==> src/rtl/serial_subtractor_a34_if.sv <==
// Operand/result bundle for the bit-serial subtractor.
// Both sides use valid/ready: a transfer happens on the rising edge where valid and ready are both high.
interface serial_subtractor_a34_if #(
  parameter int SIZE = 8
);
  logic            in_valid;
  logic            in_ready;
  logic [SIZE-1:0] a;
  logic [SIZE-1:0] b;
  logic            borrow_in;
  logic            out_valid;
  logic            out_ready;
  logic [SIZE-1:0] diff;
  logic            borrow_out;
  logic            ovf;

  modport master (
    output in_valid, a, b, borrow_in, out_ready,
    input  in_ready, out_valid, diff, borrow_out, ovf
  );

  modport slave (
    input  in_valid, a, b, borrow_in, out_ready,
    output in_ready, out_valid, diff, borrow_out, ovf
  );
endinterface

==> src/rtl/serial_subtractor_a34.sv <==
// Bit-serial two's-complement subtractor: diff = a - b - borrow_in, LSB first,
// one full-subtractor cell plus a borrow flop, one operation in flight.
module serial_subtractor_a34 #(
   parameter int SIZE = 8
) (
   input  logic                     clk,
   input  logic                     rst_n,
   serial_subtractor_a34_if.slave   bus,
   output logic [1:0]               dbg_state
);

   localparam int CW = (SIZE > 2) ? $clog2(SIZE) : 1;

   typedef enum logic [1:0] {
      IDLE = 2'd0,
      CALC = 2'd1,
      DONE = 2'd2
   } state_t;

   state_t          state_q, state_d;
   logic [SIZE-1:0] sa_q, sb_q, res_q;
   logic            br_q;
   logic            a_msb_q, b_msb_q;
   logic [CW-1:0]   count_q;

   logic            accept, retire, last_bit;
   logic            a0, b0, d_bit, br_next;

   // Operands transfer on in_valid & in_ready; results retire on out_valid & out_ready.
   assign accept   = (state_q == IDLE) && bus.in_valid;
   assign retire   = (state_q == DONE) && bus.out_ready;
   assign last_bit = (count_q == CW'(SIZE - 1));

   // Full-subtractor cell
   assign a0      = sa_q[0];
   assign b0      = sb_q[0];
   assign d_bit   = a0 ^ b0 ^ br_q;
   assign br_next = (~a0 & b0) | (~(a0 ^ b0) & br_q);

   always_ff @(posedge clk or negedge rst_n) begin
      if (!rst_n) state_q <= IDLE;
      else        state_q <= state_d;
   end

   always_comb begin
      state_d = state_q;
      case (state_q)
         IDLE:    if (accept)   state_d = CALC;
         CALC:    if (last_bit) state_d = DONE;
         DONE:    if (retire)   state_d = IDLE;
         default:               state_d = IDLE;
      endcase
   end

   always_ff @(posedge clk or negedge rst_n) begin
      if (!rst_n) begin
         sa_q    <= '0;
         sb_q    <= '0;
         res_q   <= '0;
         br_q    <= 1'b0;
         a_msb_q <= 1'b0;
         b_msb_q <= 1'b0;
         count_q <= '0;
      end else begin
         case (state_q)
            IDLE: begin
               if (accept) begin
                  sa_q    <= bus.a;
                  sb_q    <= bus.b;
                  br_q    <= bus.borrow_in;
                  a_msb_q <= bus.a[SIZE-1];
                  b_msb_q <= bus.b[SIZE-1];
                  count_q <= '0;
               end
            end
            CALC: begin
               sa_q    <= sa_q >> 1;
               sb_q    <= sb_q >> 1;
               res_q   <= {d_bit, res_q[SIZE-1:1]};
               br_q    <= br_next;
               // count returns to zero only by finishing the final bit
               count_q <= last_bit ? '0 : count_q + CW'(1);
            end
            default: ;
         endcase
      end
   end

   // diff keeps the last result in IDLE; borrow/overflow are only driven while presenting
   assign bus.in_ready   = (state_q == IDLE);
   assign bus.out_valid  = (state_q == DONE);
   assign bus.diff       = res_q;
   assign bus.borrow_out = (state_q == DONE) & br_q;
   assign bus.ovf        = (state_q == DONE) & (a_msb_q ^ b_msb_q) & (a_msb_q ^ res_q[SIZE-1]);
   assign dbg_state      = state_q;

endmodule
==> src/flat_wrapper.sv <==
// flat-port wrapper written by rule: the top's interface ports become plain ports
module serial_subtractor_a34_flat 
#(
   parameter int SIZE = 8
)
  (clk, rst_n, dbg_state, bus_in_valid, bus_a, bus_b, bus_borrow_in, bus_out_ready, bus_in_ready, bus_out_valid, bus_diff, bus_borrow_out, bus_ovf);
  serial_subtractor_a34_if #(.SIZE(SIZE)) bus_i ();
  input  logic clk;
  input  logic rst_n;
  output logic [1:0] dbg_state;
  input wire logic [$bits(bus_i.in_valid)-1:0] bus_in_valid;
  input wire logic [$bits(bus_i.a)-1:0] bus_a;
  input wire logic [$bits(bus_i.b)-1:0] bus_b;
  input wire logic [$bits(bus_i.borrow_in)-1:0] bus_borrow_in;
  input wire logic [$bits(bus_i.out_ready)-1:0] bus_out_ready;
  output wire logic [$bits(bus_i.in_ready)-1:0] bus_in_ready;
  output wire logic [$bits(bus_i.out_valid)-1:0] bus_out_valid;
  output wire logic [$bits(bus_i.diff)-1:0] bus_diff;
  output wire logic [$bits(bus_i.borrow_out)-1:0] bus_borrow_out;
  output wire logic [$bits(bus_i.ovf)-1:0] bus_ovf;
  assign bus_i.in_valid = bus_in_valid;
  assign bus_i.a = bus_a;
  assign bus_i.b = bus_b;
  assign bus_i.borrow_in = bus_borrow_in;
  assign bus_i.out_ready = bus_out_ready;
  assign bus_in_ready = bus_i.in_ready;
  assign bus_out_valid = bus_i.out_valid;
  assign bus_diff = bus_i.diff;
  assign bus_borrow_out = bus_i.borrow_out;
  assign bus_ovf = bus_i.ovf;
  serial_subtractor_a34 #(.SIZE(SIZE)) u_core (.clk(clk), .rst_n(rst_n), .bus(bus_i), .dbg_state(dbg_state));
endmodule
==> config.mk <==
export PLATFORM = sky130hd
export DESIGN_NAME = serial_subtractor_a34_flat
export DESIGN_NICKNAME = d
export VERILOG_FILES = /design/src/rtl/serial_subtractor_a34_if.sv /design/src/rtl/serial_subtractor_a34.sv /design/src/flat_wrapper.sv
export SDC_FILE = /design/constraint.sdc
export NUM_CORES = 1
export LEC_CHECK = 0
export CAP_MARGIN = 0
export CELL_PAD_IN_SITES_DETAIL_PLACEMENT = 1
export CELL_PAD_IN_SITES_GLOBAL_PLACEMENT = 1
export CORE_MARGIN = 3
export CORE_UTILIZATION = 33
export CTS_CLUSTER_SIZE = 12
export DETAILED_ROUTE_END_ITERATION = 10
export PLACE_DENSITY = 0.73
export SKIP_CTS_REPAIR_TIMING = 1
export SYNTH_ARGS = -nofsm -noshare
export SYNTH_HDL_FRONTEND = slang
export SYNTH_SLANG_ARGS = --single-unit
export TNS_END_PERCENT = 10
==> constraint.sdc <==
create_clock -name clk -period 1.2 [get_ports clk]
set_input_delay 0.12 -clock clk [delete_from_list [all_inputs] [get_ports clk]]
set_output_delay 0.12 -clock clk [all_outputs]
set_load 0.02 [all_outputs]
## After elaboration in Yosys (flattened, before gate mapping)

Cells that the tools add are included.

- Register bits after elaboration: 32
- Output and inout bits: 14

- $add $sub $neg: 1
- Equal/unequal tests: 6
- Muxes and demuxes: 13
- Bitwise operators: 12
- Reduce and logical (&&, ||, !) cells: 7

Operators with widths:

| cell | number |
|---|---|
| $pmux 8 s2 | 2 |
| $mux 8 | 2 |
| $mux 2 | 3 |
| $mux 3 | 2 |
| $ne 2x1->1 const B | 3 |
| $pmux 2 s3 | 1 |
| $pmux 3 s2 | 1 |
| $and 1x1->1 | 5 |
| $reduce_and 2->1 | 2 |
| $xor 1x1->1 | 4 |
| $add 3x1->3 const B | 1 |
| $eq 3x3->1 const B | 1 |
| $reduce_and 3->1 | 1 |
| $eq 2x1->1 const B | 1 |
| $eq 2x2->1 const B | 1 |
| $logic_and 1x1->1 | 2 |
| $logic_not 2->1 | 1 |
| $not 1->1 | 2 |
| $pmux 1 s2 | 1 |
| $reduce_bool 2->1 | 1 |
| $mux 1 | 1 |
| $or 1x1->1 | 1 |

## Depth between registers and ports, before layout

Gate-level depths: netlist of the first run.

- Depth in word-level cells: 5
- Mapped depth: 5

## Least setup slack after synthesis of the first run

No wires, ideal clock.

- Path type: register to output
- Start: register u_core.state_q[0], in the netlist u_core.dbg_state[0]
- End: output port bus_ovf
- Arrival time: 1.207 ns
- Data required time: 1.080 ns
- Setup slack: -0.127 ns
- Cell stages (with the launch flop): 5
- Cells stage by stage: dfrtp_1 buf_4 inv_1 nand2_1 a21oi_1

- Cells in the longest elaborated chain, start to end: 3

Ends and longest elaborated chain:

| what | RTL line | text |
|---|---|---|
| start: declaration | serial_subtractor_a34.sv:20 | `state_t state_q, state_d;` |
| start signal: assignment | serial_subtractor_a34.sv:42 | `else state_q <= state_d;` |
| $eq 2x2->1 | serial_subtractor_a34.sv:94 | `assign bus.ovf = (state_q == DONE) & (a_msb_q ^ b_msb_q) & (a_msb_q ^ res_q[SIZE-1]);` |
| $and 1x1->1 (2 in a row) | serial_subtractor_a34.sv:94 |  |
| end: declaration | flat_wrapper.sv:20 | `output wire logic [$bits(bus_i.ovf)-1:0] bus_ovf;` |

No other way between the ends.

## Final worst setup path of the first run

- Start: register u_core.b_msb_q
- End: output port bus_ovf

- Cells in the longest elaborated chain, start to end: 3

Ends and longest elaborated chain:

| what | RTL line | text |
|---|---|---|
| start: declaration | serial_subtractor_a34.sv:23 | `logic a_msb_q, b_msb_q;` |
| start signal: assignment | serial_subtractor_a34.sv:72 | `b_msb_q <= bus.b[SIZE-1];` |
| $xor 1x1->1 | serial_subtractor_a34.sv:94 |  |
| $and 1x1->1 (2 in a row) | serial_subtractor_a34.sv:94 |  |

No other way between the ends.

==> results.txt, run 1 <==
----------------------------------------------------
[Run status]
  Result of the run ... complete, but fails checks
  Failing checks ... setup timing

[STA]
  Final worst path period need ... 1440 ps
  Worst-case headroom to the max-slew limit ... 77.2%
  Transition time at the pin with the least slew margin ... 340 ps
  Final Skew ... 4.62 ps
  Setup repair after global routing missed its margin ... yes
  Setup slack after layout ... -235 ps
  Final hold slack ... 199 ps
  Highest clock frequency the design can meet ... 697 MHz
  Total count of max-transition violations in the final report ... 0
  Sum of negative setup slack ... -3890 ps
  Final worst-path cycle share ... 120%
  Number of failing hold endpoints at the final stage ... 0
  Final setup violation count ... 30

[Global routing]
  Sum of overflow across all layers after global routing ... 0
  GRT Util Overall ... 17.4%
  Maximum number of pins on one net before global-route repair ... 33
  Vias in the first global route ... 1442
  Global-route wire length before repair ... 6.92 mm
  Initial antenna violation count ... 0

[Flow run]
  Reported max-cap violation count ... 0

[Placed design]
  Minimum setup slack after placement ... -428 ps
  Number of buffers inserted by port buffering ... 34
  Sum of net half-perimeters after detailed placement ... 3.11 mm
  RD Place Congestion ... 0.781
  Instance area at placement ... 0.00198 sq mm

[Setup path]
  Capture point of the worst path ... bus_ovf
  Source of the worst register-to-register timing path ... u_core.dbg_state[1]
  Kind of start point of the critical path ... register
  Worst Setup SP ... u_core.b_msb_q
  Required arrival time at the worst endpoint ... 1080 ps
  Kind of critical path ... reg -> out
  End of the worst register-to-register path ... u_core.sa_q[6]
  Endpoint type of the worst setup path ... output port
  Worst Path Max Fanout ... 2
  Worst reg2reg setup slack ... -210 ps
  R2R cell count ... 5
  Data arrival at the endpoint of the critical path ... 1320 ps

[Yosys]
  Post-synthesis cell type with the largest combined area ... sky130_fd_sc_hd__dfrtp_1
  Top cells by area, synth ... sky130_fd_sc_hd__dfrtp_1 (54%), sky130_fd_sc_hd__o22ai_1 (11%), sky130_fd_sc_hd__nand2_1 (8.2%)
  #FFs+latches synth ... 32
  Number of synthesis warnings ... 0
  Predominant post-synthesis flop cell ... sky130_fd_sc_hd__dfrtp_1
  Number of distinct library cells after synthesis ... 26
  Count of flip-flops with a built-in enable after synthesis ... 0
  Post-Synthesis Net Count ... 175
  Avg Cell Area, Syn ... 9.75 sq um
  Register area share after synthesis ... 54.4%
  Synth top area share ... 54.4%
  Cells after Synth ... 151
  Netlist area before placement ... 0.00147 sq mm
  Asr flop ratio synth ... 100%
  Synth top cells by count ... sky130_fd_sc_hd__dfrtp_1 (32), sky130_fd_sc_hd__nand2_1 (32), sky130_fd_sc_hd__o22ai_1 (26), sky130_fd_sc_hd__a21oi_1 (16)

[Die]
  Starting density of the core ... 35.5%
  Overall die height ... 72.8 microns
  Number of rows in the core area ... 23
  Area enclosed by the die boundary ... 0.00530 sq mm
  Chip Width ... 72.8 microns
  Num ports ... 35
  Core box area ... 0.00414 sq mm

[Layout]
  Final core utilization ... 51.9%
  Final net count ... 226
  Fraction of layout instances using a drive strength above 1 ... 22.3%
  Final instance area ... 0.00215 sq mm
  Layout overhead on the synthesized area ... 46.1%
  Antenna diode count ... 0

[Route]
  Drt total wl ... 4.28 mm
  Per-cell via count in the routed design ... 5.37
  Remaining antenna violation count ... 0
  Violation count after the first detailed-route iteration ... 35
  DRC errors left ... 0
  TritonRoute pass-1 iters ... 4
  Routed length per placed instance ... 17.0 microns
  Total via count after detailed routing ... 1353

[Worst hold path]
  Worst Hold Class ... in -> async

[CTS]
  Clock input transition at the sequential cells of the worst setup and hold paths ... 60 ps
  Clock Root Buffer ... sky130_fd_sc_hd__clkbuf_8
  CTS tree ... yes
  Number of buffers between clock root and the deepest sink ... 2
  Clock Sinks ... 32
  Number of clock buffers inserted by TritonCTS ... 5
  CTS HTree Levels ... 2
  Clock network latency to the later pin of the worst-skew pair ... 290 ps

[Pwr]
  Comb pwr share ... 47.5%
  Reg power frac ... 35.9%
  Internal power ... 3.30 mW
  Proportion of power drawn by the clock network ... 16.6%
  Leakage power ... 1.08 nW
  Power spent charging and discharging nets ... 2.12 mW
  IR Drop Worst-Case VDD ... 1100 uV
  Net switching share of the total power ... 39.1%
  Power density cells ... 2520 mW/mm^2

----------------------------------------------------
-- through the flow --
step                      instances  power [mW]
after floorplan                 151        3.41
after global placement          245        4.25
after detailed placement        245        4.44
after CTS                       252        5.36
after global routing            252        5.85
final                           252        5.42
-- placed cells by master (no fill, tap or decap), types with 2 or more instances in the layout --
| cell | instances |
|---|---|
| sky130_fd_sc_hd__dlymetal6s2s_1 | 9 |
| sky130_fd_sc_hd__a22o_1 | 2 |
| sky130_fd_sc_hd__nand2_4 | 2 |
| sky130_fd_sc_hd__clkbuf_8 | 7 |
| sky130_fd_sc_hd__o22ai_1 | 26 |
| sky130_fd_sc_hd__a21oi_1 | 15 |
| sky130_fd_sc_hd__buf_4 | 16 |
| sky130_fd_sc_hd__clkdlybuf4s50_1 | 20 |
| sky130_fd_sc_hd__inv_1 | 4 |
| sky130_fd_sc_hd__buf_12 | 2 |
| sky130_fd_sc_hd__nor2_1 | 3 |
| sky130_fd_sc_hd__nand2_1 | 30 |
| sky130_fd_sc_hd__nor3_1 | 2 |
| sky130_fd_sc_hd__o21ai_0 | 5 |
| sky130_fd_sc_hd__inv_2 | 2 |
| sky130_fd_sc_hd__dfrtp_1 | 32 |
| sky130_fd_sc_hd__nor2_4 | 2 |
| sky130_fd_sc_hd__buf_6 | 6 |
-- critical path, cell delays in order, from the launching register on --
cell	delay, ps
sky130_fd_sc_hd__dfrtp_1	380
sky130_fd_sc_hd__or3_4	390
sky130_fd_sc_hd__a21oi_2	140
sky130_fd_sc_hd__buf_6	130
-- registers in the layout, indices dropped and copies added (netlist names) --
name / flops
u_core.a_msb_q: 1
u_core.sb_q: 8
u_core.b_msb_q: 1
u_core.sa_q: 8
u_core.br_q: 1
u_core.bus.diff: 8
u_core.dbg_state: 2
u_core.count_q: 3
-- per-layer routing --
| metal | global-route usage (%) | vias to the layer above | part of all wire (%) |
|---|---|---|---|
| met5 | 0 | - | 0 |
| met4 | 6.56 | 0 | 1.5 |
| met3 | 6.06 | 8 | 5.4 |
| met2 | 29.7 | 35 | 51 |
| met1 | 20.0 | 672 | 42 |
| li1 | - | 638 | - |
-- cells by family (layout without fill, tap and decap cells) --
kind of cell,count (synthesis),in the layout,synth area share [%]
compound gates,52,52,21.1
simple gates,48,48,14.8
flops,32,32,54.4
buf+inv,16,67,6.71
fa+ha+maj,3,3,3.06
-- worst min-delay path by stage --
stage | from | end | slack (ps) | cells after the start
2_1_floorplan | rst_n | u_core.a_msb_q | -180 | 0
3_3_place_gp | u_core.bus.diff[0] | u_core.bus.diff[0] | 460 | 2
3_5_place_dp | u_core.count_q[1] | u_core.count_q[1] | 490 | 1
4_1_cts | rst_n | u_core.bus.diff[1] | 200 | 2
5_1_grt | rst_n | u_core.sb_q[5] | 220 | 2
6_report | rst_n | u_core.bus.diff[0] | 200 | 2
-- power by group through the flow --
stage	Sequential, mW	Combinational, mW	Clock [mW]
global placement	1.90	2.34	0
global route	2.01	2.86	0.987
finish	1.95	2.57	0.900
detailed placement	1.96	2.48	0
CTS	1.94	2.49	0.928
floorplan	2.05	1.35	0
-- final cells by class --
type	count	area [sq um]
Clock buffer	7	96.3
Fill cell	466	1990
Inverter	6	22.5
Multi-Input combinational cell	103	624
Sequential cell	32	801
Tap cell	50	62.6
Timing Repair Buffer	54	546
Power figures use the tool's default switching activity.
==> inputs of run 2 (changes only) <==
--- a/config.mk
+++ b/config.mk
@@ -13,6 +13,7 @@
 export CTS_CLUSTER_SIZE = 12
 export DETAILED_ROUTE_END_ITERATION = 10
 export PLACE_DENSITY = 0.73
+export REMOVE_ABC_BUFFERS = 1
 export SKIP_CTS_REPAIR_TIMING = 1
 export SYNTH_ARGS = -nofsm -noshare
 export SYNTH_HDL_FRONTEND = slang
==> run 2 against run 1 <==
Compared with the run above:
- the run still ends with setup timing left
- design area is 0.35% higher
- clock-buffer cell count is 1 lower
- non-clock buffer count rose by 3
- clock skew is 1.2 ps higher
- critical path depth up 1
- global-route usage up 1.3 points
- sequential cell count unchanged
- final cell count grew 1.2%
- register-to-register slack lost 50 ps
- setup slack lost 29 ps
- hold slack barely moved
- largest cell class unchanged
- largest power group unchanged
==> results.txt, run 2 (synthesized netlist as in run 1, its figures left out) <==
----------------------------------------------------
[Layout]
  Antenna diode count ... 0
  Layout overhead on the synthesized area ... 46.6%
  Final core utilization ... 52.1%
  Final instance area ... 0.00216 sq mm
  Final standard cell count with taps included and fillers excluded ... 255
  Final net count ... 229
  Most common library cell in the layout ignoring fill and taps ... sky130_fd_sc_hd__dfrtp_1
  Most frequent cells in the layout ... sky130_fd_sc_hd__dfrtp_1 (32), sky130_fd_sc_hd__nand2_1 (30), sky130_fd_sc_hd__o22ai_1 (26)
  Fraction of layout instances using a drive strength above 1 ... 24.4%

[Worst hold path]
  Worst Hold Class ... in -> async

[Run status]
  Failing checks ... setup timing
  Result of the run ... complete, but fails checks

[CTS]
  CTS tree ... yes
  Number of clock buffers inserted by TritonCTS ... 5
  CTS HTree Levels ... 2
  Clock Sinks ... 32
  Number of buffers between clock root and the deepest sink ... 2
  Clock input transition at the sequential cells of the worst setup and hold paths ... 70 ps
  Clock Root Buffer ... sky130_fd_sc_hd__clkbuf_8
  Clock network latency to the later pin of the worst-skew pair ... 290 ps

[STA]
  Sum of negative setup slack ... -3760 ps
  Worst-case headroom to the max-slew limit ... 77.5%
  Final Skew ... 5.86 ps
  Final hold slack ... 199 ps
  Final worst path period need ... 1460 ps
  Setup slack after layout ... -264 ps
  Highest clock frequency the design can meet ... 683 MHz
  Final worst-path cycle share ... 122%
  Setup repair after global routing missed its margin ... yes
  Total count of max-transition violations in the final report ... 0
  Number of failing hold endpoints at the final stage ... 0
  Transition time at the pin with the least slew margin ... 338 ps
  Final setup violation count ... 29

[Setup path]
  Standard cell with the maximum stage delay on the critical path ... sky130_fd_sc_hd__dfrtp_1
  Required arrival time at the worst endpoint ... 1360 ps
  Delay of the slowest cell on the worst path ... 400 ps
  Endpoint type of the worst setup path ... register
  R2R cell count ... 4
  Critical path, cell by cell ... inv_2, buf_4, fa_1, a221oi_1
  Kind of start point of the critical path ... register
  Kind of critical path ... reg -> reg
  Data arrival at the endpoint of the critical path ... 1630 ps
  Worst Path Max Fanout ... 2

[Pwr]
  Post-layout power ... 5.43 mW
  Leakage power ... 1.06 nW
  IR Drop Worst-Case VDD ... 984 uV
  Power density cells ... 2510 mW/mm^2

[Die]
  Num ports ... 35
  Chip Width ... 72.8 microns
  Starting density of the core ... 35.5%
  Core box area ... 0.00414 sq mm
  Area enclosed by the die boundary ... 0.00530 sq mm
  Number of rows in the core area ... 23
  Overall die height ... 72.8 microns

[Placed design]
  Minimum setup slack after placement ... -406 ps
  Count of placed standard cells including taps ... 247
  RD Place Congestion ... 0.766
  Number of buffers inserted by port buffering ... 34
  Sum of net half-perimeters after detailed placement ... 3.16 mm
  Instance area at placement ... 0.00199 sq mm

[Route]
  Remaining antenna violation count ... 0
  Routed length per placed instance ... 18.0 microns
  TritonRoute pass-1 iters ... 4
  DRC errors left ... 0
  Total via count after detailed routing ... 1371
  Violation count after the first detailed-route iteration ... 53
  Drt total wl ... 4.58 mm
  Per-cell via count in the routed design ... 5.38

[Global routing]
  GRT Util Overall ... 18.6%
  Maximum number of pins on one net before global-route repair ... 33
  Vias in the first global route ... 1478
  Sum of overflow across all layers after global routing ... 0
  Global-route wire length before repair ... 7.38 mm
  Initial antenna violation count ... 0

[Flow run]
  Reported max-cap violation count ... 0

----------------------------------------------------
-- run 2: changes by cell type in the layout (fill, tap and decap cells not counted), sizes merged --
| cell | before | now |
|---|---|---|
| clkinv | 0 | 1 |
| buf | 25 | 27 |
| dlymetal6s2s | 9 | 8 |
| clkbuf | 7 | 8 |
-- run 2: cell type report --
class | instances | area [sq um]
clock inverters | 1 | 5.00
well taps | 50 | 62.6
clock buffers | 6 | 72.6
repair buffers | 57 | 564
multi-input cells | 103 | 632
inverters | 6 | 22.5
flip-flops and latches | 32 | 801
fillers | 473 | 1980
-- run 2: per-layer routing --
metal	global-route usage [%]	routed length, microns
met3	4.82	142
met1	22.7	1880
met2	31.7	2460
met4	6.76	105
met5	0	0
-- run 2: path summary, 6_finish.rpt --
path,slack (ps),start,end
min in group clk,390,bus_b[7],u_core.b_msb_q
max,-260,u_core.br_q,u_core.br_q
min reg2reg,480,u_core.bus.diff[0],u_core.bus.diff[0]
min,200,rst_n,u_core.sa_q[0]
max in group asynchronous,820,rst_n,u_core.dbg_state[0]
max reg2reg,-260,u_core.br_q,u_core.br_q
-- run 2: critical path, delay by kind of cell (launching register included) --
| kind | cells | cell delay (ps) |
|---|---|---|
| AOI/OAI and AO/OA | 1 | 340 |
| DFF | 1 | 400 |
| adders and majority gates | 1 | 380 |
| buffers and inverters | 2 | 220 |
-- run 2: power by group --
part	total [mW]	switching, mW	internal, mW
combinational	2.67	1.45	1.23
clock	0.784	0.391	0.394
sequential	1.97	0.387	1.58
total	5.43	2.22	3.20
==> inputs of run 3 (changes only) <==
--- a/config.mk
+++ b/config.mk
@@ -10,6 +10,7 @@
 export CELL_PAD_IN_SITES_GLOBAL_PLACEMENT = 1
 export CORE_MARGIN = 3
 export CORE_UTILIZATION = 33
+export CTS_BUF_LIST = sky130_fd_sc_hd__clkbuf_16
 export CTS_CLUSTER_SIZE = 12
 export DETAILED_ROUTE_END_ITERATION = 10
 export PLACE_DENSITY = 0.73
==> run 3 against run 2 <==
Compared with the run above:
- the run still ends with setup timing left
- sequential power is essentially flat
- clock skew shrank 2.2 ps
- routed wire length down 2.4%
- hold slack gained 15 ps
- clock power increased by 49%
- largest power group unchanged
- global-route usage down 0.20 points
- critical path depth shrank 1
- final cell count is the same
- critical path type is now reg -> out
- clock-buffer cell count is 1 lower
- design area increased by 3.1%
- total power up 6.9%
==> results.txt, run 3 (synthesized netlist as in run 1, its figures left out) <==
----------------------------------------------------
[Route]
  Drt total wl ... 4.47 mm
  Per-cell via count in the routed design ... 5.29
  Violation count after the first detailed-route iteration ... 67
  Remaining antenna violation count ... 0
  Routed length per placed instance ... 17.5 microns
  Total via count after detailed routing ... 1350
  TritonRoute pass-1 iters ... 4
  DRC errors left ... 0

[Pwr]
  IR Drop Worst-Case VDD ... 1090 uV
  Net switching share of the total power ... 38.6%
  Comb pwr share ... 45.8%
  Proportion of power drawn by the clock network ... 20.2%
  Post-layout power ... 5.80 mW
  Leakage power ... 1.10 nW
  Power density cells ... 2610 mW/mm^2
  Power spent charging and discharging nets ... 2.24 mW
  Reg power frac ... 34.0%
  Internal power ... 3.57 mW

[Layout]
  Antenna diode count ... 0
  Fraction of layout instances using a drive strength above 1 ... 23.9%
  Final instance area ... 0.00223 sq mm
  Most common library cell in the layout ignoring fill and taps ... sky130_fd_sc_hd__dfrtp_1
  Final net count ... 229
  Final core utilization ... 53.7%
  Most frequent cells in the layout ... sky130_fd_sc_hd__dfrtp_1 (32), sky130_fd_sc_hd__nand2_1 (30), sky130_fd_sc_hd__o22ai_1 (26)
  Layout overhead on the synthesized area ... 51.1%

[Setup path]
  Critical path, cell by cell ... or3_1, a21oi_1, buf_4
  Standard cell with the maximum stage delay on the critical path ... sky130_fd_sc_hd__dfrtp_1
  Data arrival at the endpoint of the critical path ... 1330 ps
  Kind of start point of the critical path ... register
  Delay of the slowest cell on the worst path ... 380 ps
  Endpoint type of the worst setup path ... output port
  Worst Path Max Fanout ... 3
  Required arrival time at the worst endpoint ... 1080 ps
  Kind of critical path ... reg -> out

[CTS]
  Number of clock buffers inserted by TritonCTS ... 5
  CTS HTree Levels ... 2
  Clock Root Buffer ... sky130_fd_sc_hd__clkbuf_16
  Number of buffers between clock root and the deepest sink ... 2
  Clock Sinks ... 32
  Clock input transition at the sequential cells of the worst setup and hold paths ... 50 ps
  CTS tree ... yes
  Clock network latency to the later pin of the worst-skew pair ... 270 ps

[STA]
  Worst-case headroom to the max-slew limit ... 80.4%
  Final worst path period need ... 1450 ps
  Sum of negative setup slack ... -3180 ps
  Final setup violation count ... 28
  Final hold slack ... 214 ps
  Highest clock frequency the design can meet ... 689 MHz
  Final Skew ... 3.65 ps
  Setup repair after global routing missed its margin ... yes
  Transition time at the pin with the least slew margin ... 293 ps
  Setup slack after layout ... -251 ps
  Total count of max-transition violations in the final report ... 0
  Number of failing hold endpoints at the final stage ... 0
  Final worst-path cycle share ... 121%

[Die]
  Starting density of the core ... 35.5%
  Chip Width ... 72.8 microns
  Overall die height ... 72.8 microns
  Num ports ... 35
  Core box area ... 0.00414 sq mm
  Number of rows in the core area ... 23
  Area enclosed by the die boundary ... 0.00530 sq mm

[Global routing]
  Sum of overflow across all layers after global routing ... 0
  Maximum number of pins on one net before global-route repair ... 33
  Vias in the first global route ... 1509
  GRT Util Overall ... 18.4%
  Global-route wire length before repair ... 7.36 mm
  Initial antenna violation count ... 0

[Placed design]
  Instance area at placement ... 0.00199 sq mm
  RD Place Congestion ... 0.766
  Number of buffers inserted by port buffering ... 34
  Sum of net half-perimeters after detailed placement ... 3.16 mm

[Worst hold path]
  Worst Hold Class ... in -> async

[Run status]
  Result of the run ... complete, but fails checks
  Failing checks ... setup timing

[Flow run]
  Reported max-cap violation count ... 0

----------------------------------------------------
[run 3: cell type report]
class	count	area, sq um
repair buffers	57	572
clock buffers	5	125
flip-flops and latches	32	801
fillers	459	1920
well taps	50	62.6
multi-input cells	103	632
clock inverters	2	8.76
inverters	6	25.0
[run 3: path summary, 6_finish.rpt]
check	startpoint	end	slack, ps	cells after the start
max	u_core.b_msb_q	bus_ovf	-250	3
min	rst_n	u_core.bus.diff[2]	210	2
max reg2reg	u_core.br_q	u_core.br_q	-200	4
min reg2reg	u_core.bus.diff[0]	u_core.bus.diff[0]	480	2
max in group asynchronous	rst_n	u_core.bus.diff[6]	800	2
min in group clk	bus_b[7]	u_core.b_msb_q	400	3
[run 3: power by group through the flow]
| stage | clock [mW] | combinational [mW] | sequential, mW |
|---|---|---|---|
| global route | 1.25 | 2.97 | 2.04 |
| global placement | 0 | 2.37 | 1.91 |
| detailed placement | 0 | 2.53 | 1.97 |
| finish | 1.17 | 2.66 | 1.97 |
| CTS | 1.20 | 2.54 | 1.95 |
| floorplan | 0 | 1.14 | 2.09 |
[run 3: metrics by stage]
stage                     std cells  worst slack, ps
final                           255             -251
after global routing            255             -325
after CTS                       254             -721
after detailed placement        247             -406
after global placement          247             -407
after floorplan                 141             -279
[run 3: critical path, delay by kind of cell, from the launching register on]
kind                   cells  cell delay [ps]
AOI/OAI and AO/OA          1              150
buffers and inverters      1              150
and+or+nand+nor            1              370
DFF                        1              380
[run 3: per-layer routing]
| metal | GRT usage [%] | part of all wire [%] | vias to the layer above |
|---|---|---|---|
| li1 | - | - | 643 |
| met1 | 22.5 | 41 | 670 |
| met2 | 31.0 | 53 | 25 |
| met3 | 4.13 | 3.2 | 12 |
| met4 | 8.40 | 2.8 | 0 |
| met5 | 0 | 0 | - |
